File: src/rtl/wb_write_arbiter_if.sv
// Signal bundle between the write-port arbiter and its surroundings: pipeline
// writeback, long-unit result handshake, issue tracking and register-file write port.
interface wb_write_arbiter_if #(
    parameter int CW = 2
) ();
    logic          pipe_valid;
    logic [4:0]    pipe_rd;
    logic [31:0]   pipe_data;
    logic          lu_valid;
    logic [4:0]    lu_rd;
    logic [31:0]   lu_data;
    logic          lu_ready;
    logic          iss_valid;
    logic [4:0]    iss_rd;
    logic          WE;
    logic [4:0]    A3;
    logic [31:0]   WD3;
    logic [31:0]   pend;
    logic [CW-1:0] fifo_count;

    modport master (
        input  pipe_valid, pipe_rd, pipe_data,
        input  lu_valid, lu_rd, lu_data,
        input  iss_valid, iss_rd,
        output lu_ready, WE, A3, WD3, pend, fifo_count
    );

    modport slave (
        output pipe_valid, pipe_rd, pipe_data,
        output lu_valid, lu_rd, lu_data,
        output iss_valid, iss_rd,
        input  lu_ready, WE, A3, WD3, pend, fifo_count
    );
endinterface

File: src/rtl/wb_write_arbiter.sv
// Register-file write-port arbiter: pipeline writebacks win, long-unit results
// are buffered and drained into idle cycles; pend tracks outstanding long writes.
module wb_write_arbiter #(
    parameter int DEPTH = 2,
    parameter int CW    = 2
) (
    input  logic                clk,
    input  logic                rst,
    wb_write_arbiter_if.master  bus
);
    localparam int AW = (DEPTH > 1) ? $clog2(DEPTH) : 1;

    typedef struct packed {
        logic [4:0]  rd;
        logic [31:0] data;
    } lu_entry_t;

    lu_entry_t     fifo [DEPTH];
    lu_entry_t     head;
    logic [AW-1:0] rd_ptr, wr_ptr;
    logic [CW-1:0] count;
    logic [31:0]   pend_q, pend_nxt;
    logic          pipe_hit, nonempty, lu_ready_c, push, pop;

    assign head       = fifo[rd_ptr];
    assign nonempty   = (count != '0);
    assign pipe_hit   = bus.pipe_valid && (bus.pipe_rd != 5'd0);
    // Ready depends only on registered occupancy: a pop this cycle gives no credit.
    assign lu_ready_c = !rst && (count < CW'(DEPTH));
    assign push       = bus.lu_valid && lu_ready_c && (bus.lu_rd != 5'd0);
    assign pop        = !rst && !pipe_hit && nonempty;

    always_comb begin
        bus.WE  = 1'b0;
        bus.A3  = 5'd0;
        bus.WD3 = 32'd0;
        if (!rst) begin
            if (pipe_hit) begin
                bus.WE  = 1'b1;
                bus.A3  = bus.pipe_rd;
                bus.WD3 = bus.pipe_data;
            end else if (nonempty) begin
                bus.WE  = 1'b1;
                bus.A3  = head.rd;
                bus.WD3 = head.data;
            end
        end
    end

    // Issue set is applied after the drain clear so a same-cycle collision stays pending.
    always_comb begin
        pend_nxt = pend_q;
        if (pop)
            pend_nxt[head.rd] = 1'b0;
        if (bus.iss_valid && (bus.iss_rd != 5'd0))
            pend_nxt[bus.iss_rd] = 1'b1;
        pend_nxt[0] = 1'b0;
    end

    always_ff @(posedge clk) begin
        if (rst) begin
            rd_ptr <= '0;
            wr_ptr <= '0;
            count  <= '0;
            pend_q <= '0;
        end else begin
            if (push) begin
                fifo[wr_ptr] <= '{rd: bus.lu_rd, data: bus.lu_data};
                wr_ptr       <= wr_ptr + 1'b1;
            end
            if (pop)
                rd_ptr <= rd_ptr + 1'b1;
            count  <= count + CW'(push) - CW'(pop);
            pend_q <= pend_nxt;
        end
    end

    assign bus.lu_ready   = lu_ready_c;
    assign bus.pend       = pend_q;
    assign bus.fifo_count = count;
endmodule
File: src/flat_wrapper.sv
// flat-port wrapper written by rule: the top's interface ports become plain ports
module wb_write_arbiter_flat 
#(
    parameter int DEPTH = 2,
    parameter int CW    = 2
)
  (clk, rst, bus_pipe_valid, bus_pipe_rd, bus_pipe_data, bus_lu_valid, bus_lu_rd, bus_lu_data, bus_iss_valid, bus_iss_rd, bus_lu_ready, bus_WE, bus_A3, bus_WD3, bus_pend, bus_fifo_count);
  wb_write_arbiter_if #(.CW(CW)) bus_i ();
  input  logic clk;
  input  logic rst;
  input wire logic [$bits(bus_i.pipe_valid)-1:0] bus_pipe_valid;
  input wire logic [$bits(bus_i.pipe_rd)-1:0] bus_pipe_rd;
  input wire logic [$bits(bus_i.pipe_data)-1:0] bus_pipe_data;
  input wire logic [$bits(bus_i.lu_valid)-1:0] bus_lu_valid;
  input wire logic [$bits(bus_i.lu_rd)-1:0] bus_lu_rd;
  input wire logic [$bits(bus_i.lu_data)-1:0] bus_lu_data;
  input wire logic [$bits(bus_i.iss_valid)-1:0] bus_iss_valid;
  input wire logic [$bits(bus_i.iss_rd)-1:0] bus_iss_rd;
  output wire logic [$bits(bus_i.lu_ready)-1:0] bus_lu_ready;
  output wire logic [$bits(bus_i.WE)-1:0] bus_WE;
  output wire logic [$bits(bus_i.A3)-1:0] bus_A3;
  output wire logic [$bits(bus_i.WD3)-1:0] bus_WD3;
  output wire logic [$bits(bus_i.pend)-1:0] bus_pend;
  output wire logic [$bits(bus_i.fifo_count)-1:0] bus_fifo_count;
  assign bus_i.pipe_valid = bus_pipe_valid;
  assign bus_i.pipe_rd = bus_pipe_rd;
  assign bus_i.pipe_data = bus_pipe_data;
  assign bus_i.lu_valid = bus_lu_valid;
  assign bus_i.lu_rd = bus_lu_rd;
  assign bus_i.lu_data = bus_lu_data;
  assign bus_i.iss_valid = bus_iss_valid;
  assign bus_i.iss_rd = bus_iss_rd;
  assign bus_lu_ready = bus_i.lu_ready;
  assign bus_WE = bus_i.WE;
  assign bus_A3 = bus_i.A3;
  assign bus_WD3 = bus_i.WD3;
  assign bus_pend = bus_i.pend;
  assign bus_fifo_count = bus_i.fifo_count;
  wb_write_arbiter #(.DEPTH(DEPTH), .CW(CW)) u_core (.clk(clk), .rst(rst), .bus(bus_i));
endmodule
File: config.mk
export PLATFORM = sky130hd
export DESIGN_NAME = wb_write_arbiter_flat
export DESIGN_NICKNAME = d
export VERILOG_FILES = /design/src/rtl/wb_write_arbiter_if.sv /design/src/rtl/wb_write_arbiter.sv /design/src/flat_wrapper.sv
export SDC_FILE = /design/constraint.sdc
export NUM_CORES = 1
export LEC_CHECK = 0
export CAP_MARGIN = 20
export CORE_MARGIN = 4
export CORE_UTILIZATION = 50
export CTS_CLUSTER_DIAMETER = 40
export DETAILED_ROUTE_END_ITERATION = 8
export HOLD_SLACK_MARGIN = 0.12
export PLACE_DENSITY_LB_ADDON = 0.12
export SYNTH_ARGS = -nofsm -noshare
export SYNTH_HDL_FRONTEND = slang
export SYNTH_SLANG_ARGS = --single-unit
File: constraint.sdc
create_clock -name clk -period 7.25 [get_ports clk]
set_input_delay 1.8125 -clock clk [delete_from_list [all_inputs] [get_ports clk]]
set_output_delay 1.8125 -clock clk [all_outputs]
set_load 0.01 [all_outputs]
# Word level (Yosys, flattened, before mapping)
# Memories as Yosys holds them, arrays and structs flattened. A register that Yosys moved wholly into a read port is not among the register bits.
# Index checks and enable logic that the tools add are counted.
# op_classes
n_div	0
n_reduce_logical	15
n_shift	0
muxes	20
n_eq_ne	0
addsub	4
order_cmp	5
n_bitwise	3
n_mul	0
# op_table
op	n
2-to-1 mux 32 bit	5
bitwise AND 32 bit	1
NOT 32 bit	1
bitwise OR 32 bit	1
2-to-1 mux 5 bit	3
nonzero test 5 bit	3
less-than comparator 5 x 6 -> 1 bit, second input constant	2
demux 1 bit (select 5 bit)	2
greater-or-equal comparator 5 x 1 -> 1 bit, second input constant	2
2-to-1 mux 1 bit	10
logical AND 1 bit	9
adder 1 bit, second input constant	2
adder 2 x 1 -> 2 bit	1
logical NOT 1 bit	2
less-than comparator 2 bit, second input constant	1
nonzero test 2 bit	1
subtractor 2 x 1 -> 2 bit	1
# totals
latch_bits	0
mem_bits_ro	0
output_inout_bits	73
ff_bits	36
input_bits	84
mem_bits_rw	74
mem_count	1
# memory_table
memory	words	width	read_ports	rd_ports_with_merged_regs	write_ports	line_no	text
u_core.fifo	2	37	1	1	1	wb_write_arbiter.sv:18	lu_entry_t fifo [DEPTH];

# Depth between registers and ports, before layout
# depth
ltp_word	9
ltp_mapped	9

# Worst setup path after synthesis
# Ideal clock, no wire load.
# synth_path
path_kind	input -> output
startpoint	input port bus_pipe_rd[1]
endpoint	output port bus_A3[2]
setup_slack_ns	2.257
stages	5
path_buffers	1
arrival_time_ns	3.180
path_cell_list	or4_4 > o21ai_2 > nor2_1 > clkbuf_1 > o22a_1
# synth_via
elab_chain_cells	4
# synth_rtl
element	line_no	text
from (decl)	flat_wrapper.sv:12	input wire logic [$bits(bus_i.pipe_rd)-1:0] bus_pipe_rd;
nonzero test 5 bit	wb_write_arbiter.sv:27	assign pipe_hit = bus.pipe_valid && (bus.pipe_rd != 5'd0);
logical AND 1 bit	wb_write_arbiter.sv:27	
2-to-1 mux 5 bit	wb_write_arbiter.sv:38	if (pipe_hit) begin
2-to-1 mux 5 bit	wb_write_arbiter.sv:37	if (!rst) begin
to (decl)	flat_wrapper.sv:21	output wire logic [$bits(bus_i.A3)-1:0] bus_A3;
# No other way between the ends.

# Final worst setup path
# layout_path
startpoint	input port rst
endpoint	output port bus_A3[3]
# layout_via
elab_chain_cells	1
# layout_rtl
element	line_no	text
from (decl)	flat_wrapper.sv:10	input logic rst;
2-to-1 mux 5 bit	wb_write_arbiter.sv:37	
# No other way between the ends.

==> impl_metrics.ini <==
[outcome]
status = complete, no violations

[timing]
tightestPinTransition_ns = 0.9560
fin_crit_sh = 0.8787
rsz0062_at_grt = false
maxSlewViolCount = 0
relSlewSlack = 0.3610
min_period_ns = 6.371
layout_setup_ws_ns = 0.8791
hold_violations = 0
worst_hold_slack_ns = 0.4720
setup_tns_ns = 0
fmax_mhz = 157.0
skew_ns = 0.01646
setup-violations-final = 0

[synth]
synthDominantCellAreaShare = 0.4587
yosys.area_share.simple = 0.09711
synth_area_per_cell_sq_um = 11.79
synth_compound_area_frac = 0.1743
seq_area_frac_synth = 0.6074
yosys_warnings = 0
yosysMostFrequentCell = edfxtp_1
synth_area_sq_um = 4845
yosysUniqueCellTypes = 38
synth_cells = 411
synth_fa_ha_area_frac = 0.002583
ys_top_cells_by_area = edfxtp_1 (46%), dfxtp_1 (15%), mux2i_1 (7.2%)
synth_mux_area_frac = 0.07929
synth_ff_type = edfxtp_1
yosysTopAreaCell = edfxtp_1
synth_top_family_by_area = compound AO/OA/AOI/OAI gates
synth_xor_xnor_area_share = 0.005424
synth_fp_nets = 496
synth_commonest_cells = edfxtp_1 (74), nor2_1 (47), nand2_1 (40)
ys_ff_latch = 110
synth-edff-count = 74
synthArstFlopShare = 0

[detailed_routing]
ant_nets = 0
vias_per_cell = 5.732
wirelength_mm = 12.77
first_pass_iters = 5
vias = 3938
routedWlPerCell_um = 18.58
route.detailed.drc = 0
dr.first_iter.drc_count = 286

[clock_network]
clk_latency_ns = 0.37
post_cts_buffers = 0
clockRootBuffer = clkbuf_8
clock-sinks = 110
cts_tree = yes
clkSlewWorstSetupHoldPaths_ns = 0.10
ctsHoldBuffers = 0
cts_resized = 0
cts_buffers = 9
clock_path_buffers = 2
htree_num_levels = 3

[power]
power_density_nw_per_um2 = 193.0
p_int_uw = 968.2
vdd_drop_max_v = 0.00009967
p_switching_uw = 331.6
clkPwrFrac = 0.284
leakage_uw = 0.002215
p_seq_frac = 0.541
p_comb_frac = 0.175
p_sw_frac = 0.2551

[finish]
nFillCells = 686
stdcell_count = 687
regArea_sq_um = 2944
area_growth_pct = 39.00
antenna_cells = 0
multiInputGateArea_sq_um = 1770
layout-drive-gt1-share = 0.06093
fin_nets = 638

[placement]
post-place-cells = 668
place_ws_ns = 0.8655
gp_congestion = 0.8461
hpwl_mm = 8.771
io_buffers = 155

[floorplanning]
pin_count = 157
core_sq_um = 9328
die_y_um = 106.4
floorplan.initialDensity = 0.5194
die_w_um = 106.4
fp-row-count = 35
die_area_sq_um = 11330

[grt]
antenna_found_initial = 0
first_global_vias = 3936
grt_util_all_layers = 0.2189
overflow = 0
grt_pass1_wl_mm = 19.60
grt_max_degree = 41

[critical_path]
critPathRequiredTime_ns = 5.44
r2r_slack_ns = 4.83
crit_type = primary input to output port
cp-start-kind = primary input
arrival_ns = 4.56
end_kind = output port
crit_fanout = 40

[flow_run]
drv_cap = 0

[hold_path]
hold_path.class = flip-flop to flip-flop
-- power by group through the flow --
stage / clock network, uW / logic (uW) / registers, uW
floorplan: 0 / 106 / 715
global placement: 0 / 217 / 717
detailed placement: 0 / 222 / 718
CTS: 373 / 223 / 704
global route: 400 / 244 / 705
finish: 369 / 228 / 703
-- worst paths after layout --
| check | from | endpoint | depth (start not counted) |
|---|---|---|---|
| worst max-delay path | rst | bus_A3[3] | 5 |
| worst max register to register | flip-flop | u_core.bus.pend[20] | 5 |
| worst min register to register | u_core.bus.pend[29] | u_core.bus.pend[29] | 2 |
| worst min-delay path | u_core.bus.pend[29] | u_core.bus.pend[29] | 2 |
-- layout make-up --
class | count | share of cell area
multi-input cells | 267 | 0.2629
clock buffers | 11 | 0.02415
inverters | 3 | 0.001672
flip-flops and latches | 110 | 0.4372
repair buffers | 162 | 0.2441
clock inverters | 5 | 0.005946
well taps | 129 | 0.02397
-- cells in the final DEF (no fill, tap or decap), drive strengths merged --
cell,netlist,routed
or2,1,1
inv,3,4
a32oi,1,1
or3,1,1
o22a,33,33
o21bai,1,1
nor2,47,47
o211ai,2,2
nand3b,3,3
and2,1,1
dfxtp,36,36
nand2,40,40
mux2i,35,35
a21oi,37,37
o21ai,5,5
clkinv,0,4
nor3,5,5
clkbuf,18,11
nor2b,3,3
ha,1,1
xor2,1,1
o31ai,2,2
mux2,3,3
buf,13,7
clkdlybuf4s50,0,155
o211a,1,1
nand2b,5,5
a31oi,1,1
xnor2,2,2
edfxtp,74,74
o21a,1,1
conb,1,1
or4,2,2
o41ai,31,31
and3b,1,1
-- flip-flops by register name (all words and copies together) (netlist names), named ones only --
name / cells
u_core.bus.fifo_count: 2
u_core.bus.pend: 31
u_core.fifo: 74
u_core.rd_ptr: 1
u_core.wr_ptr: 1
-- metrics by stage --
| stage | utilization | total power [uW] | instance area (sq um) |
|---|---|---|---|
| after global placement | 0.6935 | 933.5 | 6469 |
| after floorplan | - | 820.8 | 4845 |
| final | 0.7219 | 1300 | 6734 |
| after global routing | 0.7219 | 1349 | 6734 |
| after detailed placement | 0.6935 | 940.1 | 6469 |
| after CTS | 0.7152 | 1300 | 6671 |
-- kinds of logic (layout without fill, tap and decap cells) --
kind of cell,count (synthesis),in the layout
AOI/OAI and AO/OA,115,115
DFF,110,110
and+or+nand+nor,109,109
muxes,38,38
buffers and inverters,34,181
xor gates and xnor gates,3,3
adders and majority gates,1,1
other,1,1
-- worst max-delay path, cell delays in order --
cell and delay (ns):
clkdlybuf4s50_1 0.80, o21bai_4 0.61, or2_2 0.57, o21ai_0 0.19, clkdlybuf4s50_1 0.56
-- routing by layer --
metal,global-route usage,up-vias,wire [um]
li1,-,1852,-
met1,0.2749,1894,5329
met2,0.3733,177,6306
met3,0.04736,15,952
met4,0.07854,0,176
met5,0,-,0
Power figures use the tool's default switching activity.
